### src/rtl/sprite_line_scheduler.sv
// sprite_line_scheduler: per-line descriptor scan filling up to MAX_SLOTS sprite slots.
// Optional SPRITE_SCHED_OVERFLOW_EN enables the overflow flag and saturating ovf_count.
module sprite_line_scheduler #(
    parameter int NUM_SPRITES = 30,
    parameter int MAX_SLOTS   = 8,
    parameter int SPRITE_H    = 32
) (
    input  logic        clk,
    input  logic        reset_n,
    input  logic        line_start,
    input  logic [9:0]  line_num,
    output logic [4:0]  desc_addr,
    input  logic [31:0] desc_data,
    output logic        slot_we,
    output logic [2:0]  slot_idx,
    output logic [20:0] slot_data,
    output logic [3:0]  slot_count,
    output logic        busy,
    output logic        done,
    output logic        overflow,
    output logic [7:0]  ovf_count
);
    typedef enum logic [1:0] {IDLE, SCAN, DRAIN} state_t;
    state_t state, state_nx;
    logic [9:0] ln, diff;
    logic       fin, pv, hit, accept, unused_bits;
    logic [3:0] hits;
    assign accept      = state == IDLE && line_start;
    assign diff        = ln - desc_data[9:0];
    // pv marks that desc_data holds the descriptor addressed one cycle earlier
    assign hit         = pv && desc_data[31:26] != 6'd0 && diff < 10'(SPRITE_H);
    assign slot_we     = hit && hits < 4'(MAX_SLOTS);
    assign slot_idx    = hits[2:0];
    assign slot_data   = slot_we ? {desc_data[31:16], diff[4:0]} : '0;
    assign unused_bits = ^desc_data[15:10];
    always_ff @(posedge clk or negedge reset_n) begin
        if (!reset_n) state <= IDLE;
        else          state <= state_nx;
    end
    always_comb begin
        state_nx = accept ? SCAN :
                   (state == SCAN && fin) ? DRAIN :
                   (state == DRAIN) ? IDLE : state;
    end
    always_comb begin
        busy = state != IDLE;
        done = state == DRAIN;
    end
    always_ff @(posedge clk or negedge reset_n) begin
        if (!reset_n) begin
            desc_addr  <= '0;
            fin        <= 1'b0;
            pv         <= 1'b0;
            hits       <= '0;
            ln         <= '0;
            slot_count <= '0;
        end else begin
            pv <= state == SCAN && !fin;
            if (accept) begin
                ln        <= line_num;
                desc_addr <= '0;
                fin       <= 1'b0;
                hits      <= '0;
            end else if (state == SCAN) begin
                if (!fin) begin
                    if (desc_addr == 5'(NUM_SPRITES - 1)) fin <= 1'b1;
                    else desc_addr <= desc_addr + 5'd1;
                end else begin
                    desc_addr  <= '0;
                    slot_count <= hits + {3'd0, slot_we};
                end
                if (slot_we) hits <= hits + 4'd1;
            end
        end
    end
`ifdef SPRITE_SCHED_OVERFLOW_EN
    logic ovfl, miss;
    assign miss = hit && !slot_we;
    always_ff @(posedge clk or negedge reset_n) begin
        if (!reset_n) begin
            ovfl      <= 1'b0;
            overflow  <= 1'b0;
            ovf_count <= '0;
        end else if (accept) begin
            ovfl     <= 1'b0;
            overflow <= 1'b0;
        end else if (state == SCAN) begin
            if (miss) ovfl <= 1'b1;
            if (fin) begin
                overflow <= ovfl || miss;
                if ((ovfl || miss) && ovf_count != 8'hFF) ovf_count <= ovf_count + 8'd1;
            end
        end
    end
`else
    assign overflow  = 1'b0;
    assign ovf_count = '0;
`endif
endmodule

### config.mk
export PLATFORM = sky130hd
export DESIGN_NAME = sprite_line_scheduler
export DESIGN_NICKNAME = d
export VERILOG_FILES = /design/src/rtl/sprite_line_scheduler.sv
export SDC_FILE = /design/constraint.sdc
export NUM_CORES = 1
export LEC_CHECK = 0
export CELL_PAD_IN_SITES_DETAIL_PLACEMENT = 1
export CELL_PAD_IN_SITES_GLOBAL_PLACEMENT = 1
export CORE_ASPECT_RATIO = 1.2
export CORE_UTILIZATION = 29
export DETAILED_ROUTE_END_ITERATION = 6
export PLACE_DENSITY_LB_ADDON = 0.1
export SYNTH_ARGS = -nofsm -noshare
export SYNTH_HDL_FRONTEND = slang
export SYNTH_SLANG_ARGS = --single-unit
### constraint.sdc
create_clock -name clk -period 3.6 [get_ports clk]
set_input_delay 0.72 -clock clk [delete_from_list [all_inputs] [get_ports clk]]
set_output_delay 0.72 -clock clk [all_outputs]
set_load 0.02 [all_outputs]
==> run_summary.xml, run 1 <==
<?xml version="1.0" encoding="UTF-8"?>
<metrics>
  <group name="sta">
    <metric name="max-slew-margin-rel" unit="%">52.9</metric>
    <metric name="grt_setup_unrepaired" unit="">true</metric>
    <metric name="setup_total_negative_slack" unit="ns">-0.0231</metric>
    <metric name="final_min_period_over_clock_period" unit="%">101</metric>
    <metric name="endpoints_failing_hold" unit="">0</metric>
    <metric name="fin_worst_skew" unit="ns">0.00783</metric>
    <metric name="final-setup-viol-count" unit="">1</metric>
    <metric name="finalWorstPathRequiredPeriod" unit="ns">3.62</metric>
    <metric name="slew_viol_final" unit="">0</metric>
    <metric name="postLayoutSetupSlackWorst" unit="ns">-0.0231</metric>
    <metric name="fmaxAchievable" unit="MHz">276</metric>
    <metric name="worst-slew-pin-transition" unit="ns">0.703</metric>
  </group>
  <group name="global_routing">
    <metric name="grt_max_degree" unit="">28</metric>
    <metric name="global_route_wire_length_before_repair" unit="µm">9400</metric>
    <metric name="grt-ovfl-total" unit="">0</metric>
    <metric name="grt_pass1_vias" unit="">2007</metric>
    <metric name="total_routing_usage_gr" unit="%">16.5</metric>
    <metric name="initial_antenna_violation_count" unit="">0</metric>
  </group>
  <group name="power">
    <metric name="p_int" unit="µW">1180</metric>
    <metric name="maximum_vdd_ir_drop" unit="mV">0.368</metric>
    <metric name="clkPwrFrac" unit="%">8.9</metric>
    <metric name="power.leakage" unit="µW">0.00154</metric>
    <metric name="power.share.switching" unit="%">41.4</metric>
    <metric name="share_seq_of_total_power" unit="%">25.9</metric>
    <metric name="share_comb_of_total_power" unit="%">65.2</metric>
    <metric name="power_switching" unit="µW">835</metric>
    <metric name="power.density" unit="nW/µm²">622</metric>
  </group>
  <group name="worst_setup_path">
    <metric name="crit-reg2reg-launch" unit="">ln[0]$_DFFE_PN0P_</metric>
    <metric name="critPathRequiredTime" unit="ns">2.88</metric>
    <metric name="start_kind" unit="">input pin</metric>
    <metric name="critical_path_peak_fanout" unit="">4</metric>
    <metric name="setup.worst_path.start" unit="">desc_data[0]</metric>
    <metric name="end_kind" unit="">primary output</metric>
    <metric name="path_class" unit="">input pin to primary output</metric>
    <metric name="critPathArrivalTime" unit="ns">2.90</metric>
  </group>
  <group name="synth">
    <metric name="synth_compound_gate_area_share" unit="%">11.7</metric>
    <metric name="register_bit_total_from_synthesis" unit="">27</metric>
    <metric name="synth_area_per_cell" unit="µm²">8.39</metric>
    <metric name="synthDominantAreaCellType" unit="">dfrtp_1</metric>
    <metric name="post-synth-top-count-cell" unit="">nand2_1</metric>
    <metric name="synth_seq_area_share" unit="%">34.6</metric>
    <metric name="yosys.area.top_type_share" unit="%">34.6</metric>
    <metric name="area_contributors_post_synth" unit="">dfrtp_1 (35%), ha_1 (9.0%), nand2_1 (7.9%), and2_1 (5.8%), buf_4 (4.6%)</metric>
    <metric name="synthesized_area_fraction_occupied_by_and_or_nand_nor_cells" unit="%">26.6</metric>
    <metric name="mappedNetlistArea" unit="µm²">1950</metric>
    <metric name="yosys.area_share.adder" unit="%">9.99</metric>
    <metric name="asyncSetResetFlopFracSynth" unit="%">100</metric>
    <metric name="synth-edff-count" unit="">0</metric>
    <metric name="synthesis.yosys.warnings" unit="">0</metric>
    <metric name="post_synth_most_frequent_cells" unit="">nand2_1 (41), dfrtp_1 (27), and2_1 (18)</metric>
    <metric name="synth-xor-area-share" unit="%">3.59</metric>
    <metric name="dominant_combinational_cell_family_by_area_after_synthesis" unit="">simple AND/OR/NAND/NOR gates</metric>
    <metric name="yosys-mux-area-fraction" unit="%">3.78</metric>
    <metric name="postSynthCellCount" unit="">233</metric>
    <metric name="yosys.cell_types.count" unit="">41</metric>
    <metric name="synth_top_flop_cell" unit="">dfrtp_1</metric>
  </group>
  <group name="route">
    <metric name="post_drt_wl_per_cell" unit="µm">13.3</metric>
    <metric name="via_count" unit="">1952</metric>
    <metric name="wirelength" unit="µm">5610</metric>
    <metric name="drt_iter0_drc" unit="">44</metric>
    <metric name="drc" unit="">0</metric>
    <metric name="drtPass1Iterations" unit="">4</metric>
    <metric name="routed_via_density" unit="">4.65</metric>
    <metric name="final_antenna_net_count" unit="">0</metric>
  </group>
  <group name="floorplanning">
    <metric name="dieWidth" unit="µm">76.9</metric>
    <metric name="coreArea" unit="µm²">6490</metric>
    <metric name="die_h" unit="µm">91.9</metric>
    <metric name="design.die.area" unit="µm²">7070</metric>
    <metric name="floorplan.rows" unit="">32</metric>
    <metric name="start_util" unit="%">30.1</metric>
    <metric name="ioPinCount" unit="">90</metric>
  </group>
  <group name="clock_network">
    <metric name="cts_inserted_buffers" unit="">3</metric>
    <metric name="insertion_delay" unit="ns">0.28</metric>
    <metric name="htree_levels" unit="">1</metric>
    <metric name="clock-sinks" unit="">27</metric>
    <metric name="ctsHoldBuffers" unit="">0</metric>
    <metric name="clockBufferDepth" unit="">2</metric>
    <metric name="clk_transition_reported_paths" unit="ns">0.09</metric>
    <metric name="tritoncts_clock_tree" unit="">done</metric>
    <metric name="cts-root-buf" unit="">clkbuf_8</metric>
  </group>
  <group name="finish">
    <metric name="final_nets" unit="">396</metric>
    <metric name="areaGrowthSynthToFinish" unit="%">66.1</metric>
    <metric name="layout-drive-gt1-share" unit="%">33.7</metric>
    <metric name="final-instance-count-excl-fill" unit="">420</metric>
    <metric name="n_antenna_cell" unit="">0</metric>
    <metric name="fin_area" unit="µm²">3250</metric>
    <metric name="nFillCells" unit="">755</metric>
  </group>
  <group name="flow_run">
    <metric name="max_cap_viol_count" unit="">0</metric>
  </group>
  <group name="placement">
    <metric name="place_inst" unit="">404</metric>
    <metric name="preCtsSetupSlack" unit="ns">-0.964</metric>
    <metric name="placed_cell_area" unit="µm²">2890</metric>
    <metric name="place_hpwl" unit="µm">4290</metric>
    <metric name="place_congestion" unit="">0.853</metric>
    <metric name="port_buffers" unit="">74</metric>
  </group>
  <group name="run_status">
    <metric name="failed_checks" unit="">negative setup slack</metric>
    <metric name="status" unit="">finished, violations left</metric>
  </group>
  <group name="hold_path">
    <metric name="worst_hold_startpoint" unit="">slot_count[2]$_DFFE_PN0P_</metric>
    <metric name="hp-class" unit="">register to register</metric>
  </group>
</metrics>
-- what timing repair did --
action,CTS,global route
pin swaps,22,7
gates resized for setup,148,56
endpoints found under the hold margin,0,0
endpoints found under the setup margin,22,22
setup buffers,9,3
-- power groups by stage --
stage                     clock network (µW)  registers (µW)  logic [µW]
final                                    180             523        1320
after global routing                     194             541        1460
after CTS                                184             528        1260
after detailed placement                   0             512        1080
after global placement                     0             506        1060
after floorplan                            0             512         603
-- cells in the final DEF (no fill, tap or decap), types with 3 or more instances in the layout --
cell,count
a21o_1,3
a21oi_1,6
a21oi_2,5
and2_1,8
and2_4,10
buf_4,32
buf_6,23
clkbuf_8,3
clkdlybuf4s50_1,41
conb_1,9
dfrtp_1,27
dlygate4sd2_1,7
ha_1,6
ha_4,8
inv_1,8
inv_2,7
mux2_2,3
mux2i_1,4
nand2_1,41
nand2b_1,4
nand4_1,6
nor2_1,7
nor2_2,3
nor3_1,3
o21ai_0,8
o21ai_1,5
or2_2,3
xnor2_1,3
xor2_1,5
-- cells by family (layout without fill, tap and decap cells) --
logic type | count (synthesis) | in the layout
AOI/OAI and AO/OA | 38 | 38
xor gates and xnor gates | 8 | 8
adders and majority gates | 15 | 15
buffers and inverters | 34 | 128
DFF | 27 | 27
muxes | 7 | 7
other | 1 | 9
and+or+nand+nor | 103 | 103
-- per-stage QoR --
stage | total power, µW | hold slack [ns] | util, %
6_report | 2020 | 0.495 | 50.1
5_1_grt | 2190 | 0.537 | 50.1
4_1_cts | 1970 | 0.505 | 47.5
3_5_place_dp | 1600 | 0.478 | 44.5
3_3_place_gp | 1570 | 0.465 | 44.5
2_1_floorplan | 1120 | 0.424 | -
-- registers in the layout (all words and copies together) (netlist names) --
signal      count
slot_count      4
desc_addr       5
ln             10
state           2
pv              1
hits            4
fin             1
-- final cells by class --
class	instances	area, µm²	area share [%]
clock buffers	3	41.3	1.27
clock inverters	1	5.00	0.154
inverters	15	56.3	1.73
multi-input cells	180	1330	40.8
flip-flops and latches	27	676	20.8
well taps	85	106	3.28
repair buffers	109	1040	31.9
-- per-layer routing --
metal / track usage (%) / wire (µm)
met5: 0 / 0
met4: 6.41 / 96
met3: 2.29 / 308
met2: 29.3 / 2780
met1: 19.8 / 2430
-- critical path, cell delays in order --
cell and delay, ns:
buf_6 0.10, ha_4 0.15, fa_2 0.34, nand2b_4 0.18, a211oi_2 0.24, o21ai_1 0.10
a222oi_1 0.34, and3_4 0.29, buf_12 0.11, buf_6 0.08, and3_4 0.16, buf_6 0.11
-- final timing paths --
path	slack, ns	depth (start not counted)	to
max reg2reg	0.35	15	slot_count[1]$_DFFE_PN0P_
min reg2reg	0.49	2	slot_count[2]$_DFFE_PN0P_
max	-0.02	12	slot_data[2]
min in group asynchronous	0.82	2	ln[6]$_DFFE_PN0P_
min	0.49	2	slot_count[2]$_DFFE_PN0P_
max in group asynchronous	2.52	2	hits[3]$_DFFE_PN0P_
(Power assumes the default switching activity.)
==> run 2: changes to the inputs <==
Settings changed: SLEW_MARGIN set to 20.
==> results of run 2 <==
No change in the layout: final DEF, timing and power equal those of run 1.
==> run 3: changes to the inputs <==
Settings changed: CTS_CLUSTER_SIZE set to 10, PLACE_DENSITY set to 0.92, PLACE_DENSITY_LB_ADDON 0.1 to not set.
==> run_summary.xml, run 3 (synthesized netlist as in run 1, its figures left out) <==
<?xml version="1.0" encoding="UTF-8"?>
<metrics>
  <group name="floorplanning">
    <metric name="start_util" unit="%">30.1</metric>
    <metric name="die_h" unit="µm">91.9</metric>
    <metric name="ioPinCount" unit="">90</metric>
    <metric name="coreArea" unit="µm²">6490</metric>
    <metric name="dieWidth" unit="µm">76.9</metric>
    <metric name="floorplan.rows" unit="">32</metric>
    <metric name="design.die.area" unit="µm²">7070</metric>
  </group>
  <group name="finish">
    <metric name="areaGrowthSynthToFinish" unit="%">76.5</metric>
    <metric name="layout-drive-gt1-share" unit="%">39.6</metric>
    <metric name="n_antenna_cell" unit="">0</metric>
    <metric name="final_nets" unit="">407</metric>
    <metric name="biggestRegsByFlops" unit="">ln x10, desc_addr x5</metric>
    <metric name="postLayoutCoreUtil" unit="%">53.2</metric>
    <metric name="register_name_with_the_most_flops" unit="">ln</metric>
    <metric name="largest_register_ffs" unit="">10</metric>
    <metric name="final_cell_mix" unit="">nand2_1 (40), clkdlybuf4s50_1 (39), buf_4 (39)</metric>
    <metric name="fin_area" unit="µm²">3450</metric>
    <metric name="mostFrequentLayoutCell" unit="">nand2_1</metric>
  </group>
  <group name="route">
    <metric name="drt_iter0_drc" unit="">146</metric>
    <metric name="routed_via_density" unit="">5.10</metric>
    <metric name="via_count" unit="">2198</metric>
    <metric name="wirelength" unit="µm">8440</metric>
    <metric name="drc" unit="">0</metric>
    <metric name="drtPass1Iterations" unit="">5</metric>
    <metric name="final_antenna_net_count" unit="">0</metric>
    <metric name="post_drt_wl_per_cell" unit="µm">19.6</metric>
  </group>
  <group name="sta">
    <metric name="fin_worst_skew" unit="ns">0.00965</metric>
    <metric name="slew_viol_final" unit="">0</metric>
    <metric name="fmaxAchievable" unit="MHz">256</metric>
    <metric name="endpoints_failing_hold" unit="">0</metric>
    <metric name="setup_total_negative_slack" unit="ns">-5.92</metric>
    <metric name="postLayoutSetupSlackWorst" unit="ns">-0.304</metric>
    <metric name="final-setup-viol-count" unit="">22</metric>
    <metric name="grt_setup_unrepaired" unit="">true</metric>
    <metric name="worst-slew-pin-transition" unit="ns">0.737</metric>
    <metric name="finalWorstPathRequiredPeriod" unit="ns">3.90</metric>
    <metric name="max-slew-margin-rel" unit="%">50.6</metric>
    <metric name="final_min_period_over_clock_period" unit="%">108</metric>
  </group>
  <group name="placement">
    <metric name="place_congestion" unit="">0.812</metric>
    <metric name="port_buffers" unit="">74</metric>
    <metric name="placed_cell_area" unit="µm²">2910</metric>
    <metric name="preCtsSetupSlack" unit="ns">-1.02</metric>
    <metric name="place_hpwl" unit="µm">4420</metric>
  </group>
  <group name="flow_run">
    <metric name="max_cap_viol_count" unit="">0</metric>
  </group>
  <group name="clock_network">
    <metric name="cts_inserted_buffers" unit="">3</metric>
    <metric name="clock-sinks" unit="">27</metric>
    <metric name="clk_transition_reported_paths" unit="ns">0.10</metric>
    <metric name="insertion_delay" unit="ns">0.29</metric>
    <metric name="tritoncts_clock_tree" unit="">done</metric>
    <metric name="htree_levels" unit="">1</metric>
    <metric name="cts-root-buf" unit="">clkbuf_8</metric>
    <metric name="ctsHoldBuffers" unit="">0</metric>
    <metric name="clockBufferDepth" unit="">2</metric>
  </group>
  <group name="worst_setup_path">
    <metric name="worst_path_largest_cell_delay" unit="ns">0.43</metric>
    <metric name="critPathTopFamily" unit="">compound AO/OA/AOI/OAI gates</metric>
    <metric name="critical_path_peak_fanout" unit="">7</metric>
    <metric name="end_kind" unit="">primary output</metric>
    <metric name="critPathArrivalTime" unit="ns">3.18</metric>
    <metric name="path_class" unit="">input pin to primary output</metric>
    <metric name="path_buf_inv" unit="">4</metric>
    <metric name="slowest_stage" unit="">a222oi_1</metric>
    <metric name="critPathRequiredTime" unit="ns">2.88</metric>
    <metric name="start_kind" unit="">input pin</metric>
    <metric name="timing.critical_path.cells" unit="">buf_8 &gt; ha_4 &gt; fa_2 &gt; nand2b_4 &gt; a211oi_4 &gt; o21ai_2 &gt; a222oi_1 &gt; and3_4 &gt; buf_12 &gt; buf_12 &gt; and3_4 &gt; buf_6</metric>
  </group>
  <group name="global_routing">
    <metric name="total_routing_usage_gr" unit="%">23.0</metric>
    <metric name="global_route_wire_length_before_repair" unit="µm">12500</metric>
    <metric name="initial_antenna_violation_count" unit="">0</metric>
    <metric name="grt-ovfl-total" unit="">0</metric>
    <metric name="grt_pass1_vias" unit="">2333</metric>
    <metric name="grt_max_degree" unit="">28</metric>
  </group>
  <group name="hold_path">
    <metric name="hp-class" unit="">register to register</metric>
  </group>
  <group name="run_status">
    <metric name="failed_checks" unit="">negative setup slack</metric>
    <metric name="status" unit="">finished, violations left</metric>
  </group>
  <group name="power">
    <metric name="power.density" unit="nW/µm²">681</metric>
    <metric name="maximum_vdd_ir_drop" unit="mV">0.252</metric>
    <metric name="power.leakage" unit="µW">0.00165</metric>
    <metric name="design_power_total" unit="µW">2350</metric>
  </group>
</metrics>
## run 3: changes by cell type in the layout (fill, tap and decap cells not counted), sizes merged
cell and change:
dlygate4sd2 -3, clkdlybuf4s50 -2, clkinv -1, buf +11, dlymetal6s2s +4, clkinvlp +1
clkdlybuf4s15 +1
## run 3: routing by layer
metal  wire length, µm  global-route usage, %  vias up
met5                 0                      0        -
met4               455                   9.62        0
met3               327                   3.88       37
met2              4540                   44.0       89
met1              3110                   24.3     1082
li1                  -                      -      990
## run 3: cell type report
class,count,area (µm²)
Tap cell,85,106
Clock buffer,3,41.3
Multi-Input combinational cell,180,1400
Timing Repair Buffer,120,1170
Fill cell,733,3040
Inverter,15,56.3
Clock inverter,1,7.51
Sequential cell,27,676
## run 3: worst paths after layout
kind / startpoint / endpoint / slack, ns / cells after the start
setup / recovery: desc_data[0] / slot_data[2] / -0.30 / 12
setup reg to reg: ln[0]$_DFFE_PN0P_ / hits[2]$_DFFE_PN0P_ / 0.08 / 18
min in group asynchronous: reset_n / ln[8]$_DFFE_PN0P_ / 0.85 / 2
hold reg to reg: slot_count[3]$_DFFE_PN0P_ / slot_count[3]$_DFFE_PN0P_ / 0.52 / 2
hold / removal: slot_count[3]$_DFFE_PN0P_ / slot_count[3]$_DFFE_PN0P_ / 0.52 / 2
max in group asynchronous: reset_n / hits[3]$_DFFE_PN0P_ / 2.48 / 2
## run 3: stage by stage
step,std cells,hold slack [ns]
4_1_cts,429,0.510
3_5_place_dp,407,0.469
6_report,431,0.516
2_1_floorplan,241,0.424
3_3_place_gp,407,0.462
5_1_grt,431,0.536
## run 3: power by group
part / internal, µW / leakage (µW) / total (µW) / switching [µW]
sequential: 405 / 0.000349 / 526 / 121
clock: 78.9 / 0.0000217 / 187 / 108
combinational: 804 / 0.00128 / 1630 / 831
total: 1290 / 0.00165 / 2350 / 1060
## run 3: timing repair
action | 4_1_cts | 5_1_grt
gates resized for setup | 192 | 37
setup endpoints to repair | 23 | 26
pin swaps | 27 | 16
gates cloned | 2 | 0
setup buffers | 16 | 5
## run 3: tightest hold or removal path, stage by stage (launching register included)
cell and delay, ns:
dfrtp_1 0.36, nand2_1 0.05, o21ai_0 0.07
